<file path="config.mk">
export PLATFORM = sky130hd
export DESIGN_NAME = fme_candidate_search_flat
export DESIGN_NICKNAME = d
export VERILOG_FILES = /design/src/rtl/fme_candidate_search_if.sv /design/src/rtl/fme_candidate_search.sv /design/src/flat_wrapper.sv
export SDC_FILE = /design/constraint.sdc
export NUM_CORES = 2
export LEC_CHECK = 0
export CAP_MARGIN = 10
export CORE_UTILIZATION = 53
export CTS_CLUSTER_DIAMETER = 200
export CTS_CLUSTER_SIZE = 20
export DETAILED_ROUTE_END_ITERATION = 10
export DONT_BUFFER_PORTS = 1
export GPL_TIMING_DRIVEN = 0
export PLACE_DENSITY_LB_ADDON = 0.25
export SYNTH_ARGS = -nofsm -noshare
export SYNTH_HDL_FRONTEND = slang
export SYNTH_SLANG_ARGS = --single-unit
</file>
<file path="constraint.sdc">
create_clock -name i_clock -period 11.4 [get_ports i_clock]
set_input_delay 1.14 -clock i_clock [delete_from_list [all_inputs] [get_ports i_clock]]
set_output_delay 1.14 -clock i_clock [all_outputs]
set_load 0.1 [all_outputs]
</file>
<file path="src/rtl/fme_candidate_search_if.sv">
// Bus bundle for fme_candidate_search: start/row handshake, pixel rows, costs and result.
// diff_out/diff_valid exist only when FME_SEARCH_DIFF_OUT_EN is defined.

interface fme_candidate_search_if #(
    parameter int DATAWIDTH = 8,
    parameter int LANES     = 8,
    parameter int CANDS     = 8,
    parameter int SAD_W     = DATAWIDTH + 9
);
    logic                                 enable;
    logic                                 valid_in;
    logic [LANES*DATAWIDTH-1:0]           original;
    logic [CANDS*LANES*DATAWIDTH-1:0]     candidate;
    logic [CANDS*(DATAWIDTH+8)-1:0]       lambda_r_sad;
    logic [SAD_W-1:0]                     best_sad_ime;
    logic                                 busy;
    logic                                 done;
    logic [$clog2(CANDS+1)-1:0]           address_best_sad;
    logic [SAD_W-1:0]                     best_sad;
`ifdef FME_SEARCH_DIFF_OUT_EN
    logic [LANES*(DATAWIDTH+1)-1:0]       diff_out;
    logic                                 diff_valid;
`endif

    modport master (
        output enable, valid_in, original, candidate, lambda_r_sad, best_sad_ime,
`ifdef FME_SEARCH_DIFF_OUT_EN
        input  diff_out, diff_valid,
`endif
        input  busy, done, address_best_sad, best_sad
    );

    modport slave (
        input  enable, valid_in, original, candidate, lambda_r_sad, best_sad_ime,
`ifdef FME_SEARCH_DIFF_OUT_EN
        output diff_out, diff_valid,
`endif
        output busy, done, address_best_sad, best_sad
    );
endinterface

</file>
<file path="src/rtl/fme_candidate_search.sv">
// FME candidate search: per-candidate saturating SAD over ROWS rows, add lambda*R, argmin vs IME cost.
// Optional macro FME_SEARCH_DIFF_OUT_EN adds registered original-minus-candidate-0 difference outputs.

module fme_candidate_search #(
    parameter int DATAWIDTH = 8,
    parameter int LANES     = 8,
    parameter int CANDS     = 8,
    parameter int ROWS      = 8,
    parameter int SAD_W     = DATAWIDTH + 9
) (
    input logic                    i_clock,
    input logic                    i_reset,
    fme_candidate_search_if.slave  bus
);
    localparam int LAM_W = DATAWIDTH + 8;
    localparam int ROW_W = DATAWIDTH + $clog2(LANES) + 1;
    localparam int AW    = $clog2(CANDS + 1);
    localparam int IW    = (CANDS > 1) ? $clog2(CANDS) : 1;
    localparam int RW    = $clog2(ROWS + 1);
    localparam int MAX1  = (SAD_W > ROW_W) ? SAD_W : ROW_W;
    localparam int MAX2  = (MAX1 > LAM_W) ? MAX1 : LAM_W;
    localparam int SUM_W = MAX2 + 1;
    localparam logic [SUM_W-1:0] SAT_MAX = {{(SUM_W-SAD_W){1'b0}}, {SAD_W{1'b1}}};

    typedef enum logic [1:0] {S_IDLE, S_ACCUM, S_COST, S_FIND} state_t;

    state_t             r_state;
    logic [SAD_W-1:0]   r_acc [CANDS];
    logic [RW-1:0]      r_row;
    logic [IW-1:0]      r_idx;
    logic [SAD_W-1:0]   r_min;
    logic [AW-1:0]      r_min_idx;
    logic               r_busy;
    logic               r_done;
    logic [AW-1:0]      r_addr;
    logic [SAD_W-1:0]   r_best;

    logic [ROW_W-1:0]   w_row_sad [CANDS];
    logic [SAD_W-1:0]   w_cur;
    logic               w_take;

    function automatic logic [DATAWIDTH-1:0] f_absdiff(input logic [DATAWIDTH-1:0] a,
                                                      input logic [DATAWIDTH-1:0] b);
        return (a >= b) ? (a - b) : (b - a);
    endfunction

    function automatic logic [SAD_W-1:0] f_sat(input logic [SUM_W-1:0] s);
        return (s > SAT_MAX) ? {SAD_W{1'b1}} : s[SAD_W-1:0];
    endfunction

    // Per-candidate row SAD; sized so a full row can never overflow before the saturating add.
    always_comb begin
        for (int unsigned k = 0; k < CANDS; k++) begin
            w_row_sad[k] = '0;
            for (int unsigned l = 0; l < LANES; l++) begin
                w_row_sad[k] = w_row_sad[k] + ROW_W'(f_absdiff(
                    bus.original[l*DATAWIDTH +: DATAWIDTH],
                    bus.candidate[(k*LANES+l)*DATAWIDTH +: DATAWIDTH]));
            end
        end
    end

    // Strict less-than keeps the earlier holder on ties, so the IME incumbent wins all ties.
    assign w_cur  = r_acc[r_idx];
    assign w_take = (w_cur < r_min);

`ifdef FME_SEARCH_DIFF_OUT_EN
    logic [LANES*(DATAWIDTH+1)-1:0] r_diff_out;
    logic                           r_diff_valid;

    always_ff @(posedge i_clock) begin
        if (i_reset) begin
            r_diff_out   <= '0;
            r_diff_valid <= 1'b0;
        end else begin
            r_diff_valid <= 1'b0;
            if (r_state == S_ACCUM && bus.valid_in) begin
                r_diff_valid <= 1'b1;
                for (int unsigned l = 0; l < LANES; l++) begin
                    r_diff_out[l*(DATAWIDTH+1) +: (DATAWIDTH+1)] <=
                        {1'b0, bus.original[l*DATAWIDTH +: DATAWIDTH]} -
                        {1'b0, bus.candidate[l*DATAWIDTH +: DATAWIDTH]};
                end
            end
        end
    end

    assign bus.diff_out   = r_diff_out;
    assign bus.diff_valid = r_diff_valid;
`endif

    always_ff @(posedge i_clock) begin
        if (i_reset) begin
            r_state   <= S_IDLE;
            r_row     <= '0;
            r_idx     <= '0;
            r_min     <= '0;
            r_min_idx <= '0;
            r_busy    <= 1'b0;
            r_done    <= 1'b0;
            r_addr    <= '0;
            r_best    <= '0;
            for (int unsigned k = 0; k < CANDS; k++) r_acc[k] <= '0;
        end else begin
            r_done <= 1'b0;
            unique case (r_state)
                S_IDLE: begin
                    if (bus.enable) begin
                        for (int unsigned k = 0; k < CANDS; k++) r_acc[k] <= '0;
                        r_row   <= '0;
                        r_busy  <= 1'b1;
                        r_state <= S_ACCUM;
                    end
                end
                S_ACCUM: begin
                    if (bus.valid_in) begin
                        for (int unsigned k = 0; k < CANDS; k++)
                            r_acc[k] <= f_sat(SUM_W'(r_acc[k]) + SUM_W'(w_row_sad[k]));
                        r_row <= r_row + 1'b1;
                        if (r_row == RW'(ROWS - 1)) r_state <= S_COST;
                    end
                end
                S_COST: begin
                    for (int unsigned k = 0; k < CANDS; k++)
                        r_acc[k] <= f_sat(SUM_W'(r_acc[k]) +
                                          SUM_W'(bus.lambda_r_sad[k*LAM_W +: LAM_W]));
                    r_min     <= bus.best_sad_ime;
                    r_min_idx <= AW'(CANDS);
                    r_idx     <= '0;
                    r_state   <= S_FIND;
                end
                S_FIND: begin
                    if (w_take) begin
                        r_min     <= w_cur;
                        r_min_idx <= AW'(r_idx);
                    end
                    r_idx <= r_idx + 1'b1;
                    // Last compare folds straight into the result registers.
                    if (r_idx == IW'(CANDS - 1)) begin
                        r_best  <= w_take ? w_cur : r_min;
                        r_addr  <= w_take ? AW'(r_idx) : r_min_idx;
                        r_done  <= 1'b1;
                        r_busy  <= 1'b0;
                        r_state <= S_IDLE;
                    end
                end
                default: r_state <= S_IDLE;
            endcase
        end
    end

    assign bus.busy             = r_busy;
    assign bus.done             = r_done;
    assign bus.address_best_sad = r_addr;
    assign bus.best_sad         = r_best;

endmodule

</file>
<file path="src/flat_wrapper.sv">
// flat-port wrapper written by rule: the top's interface ports become plain ports
module fme_candidate_search_flat 
#(
    parameter int DATAWIDTH = 8,
    parameter int LANES     = 8,
    parameter int CANDS     = 8,
    parameter int ROWS      = 8,
    parameter int SAD_W     = DATAWIDTH + 9
)
  (i_clock, i_reset, bus_enable, bus_valid_in, bus_original, bus_candidate, bus_lambda_r_sad, bus_best_sad_ime, bus_busy, bus_done, bus_address_best_sad, bus_best_sad);
  fme_candidate_search_if #(.DATAWIDTH(DATAWIDTH), .LANES(LANES), .CANDS(CANDS), .SAD_W(SAD_W)) bus_i ();
  input logic i_clock;
  input logic i_reset;
  input wire logic [$bits(bus_i.enable)-1:0] bus_enable;
  input wire logic [$bits(bus_i.valid_in)-1:0] bus_valid_in;
  input wire logic [$bits(bus_i.original)-1:0] bus_original;
  input wire logic [$bits(bus_i.candidate)-1:0] bus_candidate;
  input wire logic [$bits(bus_i.lambda_r_sad)-1:0] bus_lambda_r_sad;
  input wire logic [$bits(bus_i.best_sad_ime)-1:0] bus_best_sad_ime;
  output wire logic [$bits(bus_i.busy)-1:0] bus_busy;
  output wire logic [$bits(bus_i.done)-1:0] bus_done;
  output wire logic [$bits(bus_i.address_best_sad)-1:0] bus_address_best_sad;
  output wire logic [$bits(bus_i.best_sad)-1:0] bus_best_sad;
  assign bus_i.enable = bus_enable;
  assign bus_i.valid_in = bus_valid_in;
  assign bus_i.original = bus_original;
  assign bus_i.candidate = bus_candidate;
  assign bus_i.lambda_r_sad = bus_lambda_r_sad;
  assign bus_i.best_sad_ime = bus_best_sad_ime;
  assign bus_busy = bus_i.busy;
  assign bus_done = bus_i.done;
  assign bus_address_best_sad = bus_i.address_best_sad;
  assign bus_best_sad = bus_i.best_sad;
  fme_candidate_search #(.DATAWIDTH(DATAWIDTH), .LANES(LANES), .CANDS(CANDS), .ROWS(ROWS), .SAD_W(SAD_W)) u_core (.i_clock(i_clock), .i_reset(i_reset), .bus(bus_i));
endmodule
</file>
==> reports/qor.csv <==
metric,value,unit
outcome,"finished, final reports clean",
cp.arrival,11.15,ns
drtIter0Drc,6537,
dp_hpwl,251,mm
synth_top_area_share,24.1,%
area_growth,4.32,%
numPortBuffers,0,
ios,748,
finalHoldViolCount,0,
r2r_slack,6.44,ns
syn_avg_cell_area,8.23,um^2
final_nets,11371,
fin_tns_setup,0,ns
antenna_found_initial,61,
cts-root-buf,clkbuf_16,
cpMostUsedCell,o21ai_0,
hold_path.class,reg2reg,
vias_per_cell,6.26,
clock_latency,0.49,ns
synth-main-ff-cell,edfxtp_1,
numCtsBuffers,17,
crit_end,u_core.r_acc[5][6],
cts_tree,done,
async_flop_share,0,%
gp_congestion,1.08,
wirelength,292,mm
drive_above_1_share,2.79,%
clock_sinks,192,
period_minus_slack,10.92,ns
synth-seq-cells,192,
ant_nets,0,
relSlewSlack,12.4,%
die_h,371,um
synth.distinct_cells,95,
grt_pass1_wl,410,mm
ff_latch_area,0.00520,mm^2
fillers,12765,
overflow,0,
netlist_instances,8776,
die_area,0.138,mm^2
tightest_slew,1.31,ns
die_w,371,um
final_util,55.7,%
rr_worst_depth,18,
drcViolationCount,0,
cp_slowest_cell,fa_1,
start_util,53.4,%
fmax,0.0916,GHz
holdBufCountCts,0,
synth_edf_count,136,
slew_violations,0,
synth.most_common_cell,inv_1,
maxCapViolCount,0,
period_share,95.8,%
dp_cells,10558,
cp_data_required_time,11.63,ns
holdPathStages,2,
slowest_delay,0.66,ns
h-tree-depth,4,
setup.worst_path.end_class,register,
cts_buffer_depth,2,
multi_input_area,0.0608,mm^2
vias,66768,
r2r-end,u_core.bus.best_sad[15],
grt_util_all_layers,40.8,%
yosys_warnings,0,
coreArea,0.135,mm^2
synth_common_cells,"1486 x inv_1, 1393 x ha_1, 642 x a21oi_1",
syn_area,0.0722,mm^2
syn_nets,11350,
skew,0.0181,ns
path_class,in2reg,
start_kind,primary input,
finalSetupViolations,0,
path_max_fanout,10,
ys_seq_area_share,7.21,%
grt_start_max_net_pins,35,
crit_start,bus_original[8],
rows,135,
yosys-top-cells-area,"ha_1 24%, fa_1 13%, inv_1 7.7%",
grt_pass1_vias,63466,
yosys.area.top_type,ha_1,
wire_per_inst,27.4,um
path_clk_slew,0.08,ns
fin_cells,10658,
whs,0.499,ns
dr.pass1.iters,8,
-- worst max-delay path, delay by kind of cell --
family          cells  cell delay, ns
xor+xnor            3            1.50
mux                 1            0.17
buf+inv             4            0.65
fa+ha+maj           9            3.75
compound gates     13            2.62
simple gates        8            1.30
-- how the worst min path moves through the flow --
stage,startpoint,end
6_report,u_core.r_min_idx[3],u_core.bus.address_best_sad[3]
5_1_grt,u_core.r_min_idx[3],u_core.bus.address_best_sad[3]
4_1_cts,u_core.r_min_idx[3],u_core.bus.address_best_sad[3]
3_5_place_dp,u_core.r_min_idx[3],u_core.bus.address_best_sad[3]
3_3_place_gp,u_core.r_row[1],u_core.r_row[1]
2_1_floorplan,u_core.r_min_idx[3],u_core.bus.address_best_sad[3]
-- flip-flops by register name (all words and copies together), names as in the netlist, named ones only --
register and count:
u_core.r_acc 136, u_core.bus.best_sad 17, u_core.r_min 17, u_core.bus.address_best_sad 4, u_core.r_min_idx 4, u_core.r_row 4, u_core.r_idx 3, u_core.r_state 2
u_core.bus.busy 1, u_core.bus.done 1
-- timing repair --
item | CTS | global route
buffers inserted | 0 | 1
setup endpoints to repair | 17 | 77
pin swaps | 0 | 1
gates resized for setup | 4 | 14
-- cell type report --
cell class              count  share of cell area (%)
clock buffers              17                   0.565
multi-input cells        6924                    80.7
plain buffers             170                   0.910
flip-flops and latches    192                    6.91
diodes                     67                   0.223
clock inverters            15                   0.239
well taps                1781                    2.96
repair buffers              2                  0.0365
inverters                1490                    7.43
-- cell families after synthesis --
group,count (synthesis),share of synthesized area (%)
compound gates,2359,21.5
xor+xnor,628,7.61
fa+ha+maj,1849,36.8
buf+inv,1660,8.69
flops,192,7.21
mux,469,7.36
simple gates,1619,10.9
-- routing by layer --
layer,track usage [%],vias up,wire length (um)
met3,10.9,802,32400
met4,29.9,40,24800
met5,0,-,275
li1,-,30804,-
met2,62.3,3194,125000
met1,49.2,31928,109000
-- metrics by stage --
step / setup slack [ns] / instance area (um^2)
floorplan: 1.67 / 72200
detailed placement: -0.912 / 74500
CTS: 0.0417 / 75100
global route: -0.0430 / 75300
finish: 0.483 / 75300
global placement: -0.744 / 74500
-- placed cells by master (no fill, tap or decap), types with 29 or more instances in the layout --
| cell type | count |
|---|---|
| inv_1 | 1484 |
| ha_1 | 1393 |
| a21oi_1 | 642 |
| nor2_1 | 467 |
| fa_1 | 456 |
| xnor2_1 | 416 |
| nand2_1 | 402 |
| o21ai_0 | 278 |
| mux2i_1 | 277 |
| a21o_1 | 273 |
| o21ai_1 | 210 |
| xor2_1 | 207 |
| clkbuf_1 | 140 |
| edfxtp_1 | 136 |
| nand3_1 | 127 |
| o21bai_1 | 121 |
| nor2b_1 | 118 |
| o211ai_1 | 115 |
| nor3_1 | 105 |
| a211oi_1 | 88 |
| mux2_2 | 82 |
| a31oi_1 | 79 |
| mux2_1 | 76 |
| o21a_1 | 72 |
| diode_2 | 67 |
| and3_1 | 67 |
| nand4_1 | 64 |
| dfxtp_1 | 56 |
| nand2b_1 | 45 |
| a221o_1 | 36 |
| a2111oi_0 | 35 |
| mux4_2 | 34 |
| and4_1 | 33 |
| or2_2 | 31 |
| o31ai_1 | 30 |
| a221oi_1 | 29 |
| or3_1 | 29 |
Power is not shown: default switching activity piles up to over one toggle a cycle in this logic, so the estimate is an artifact.
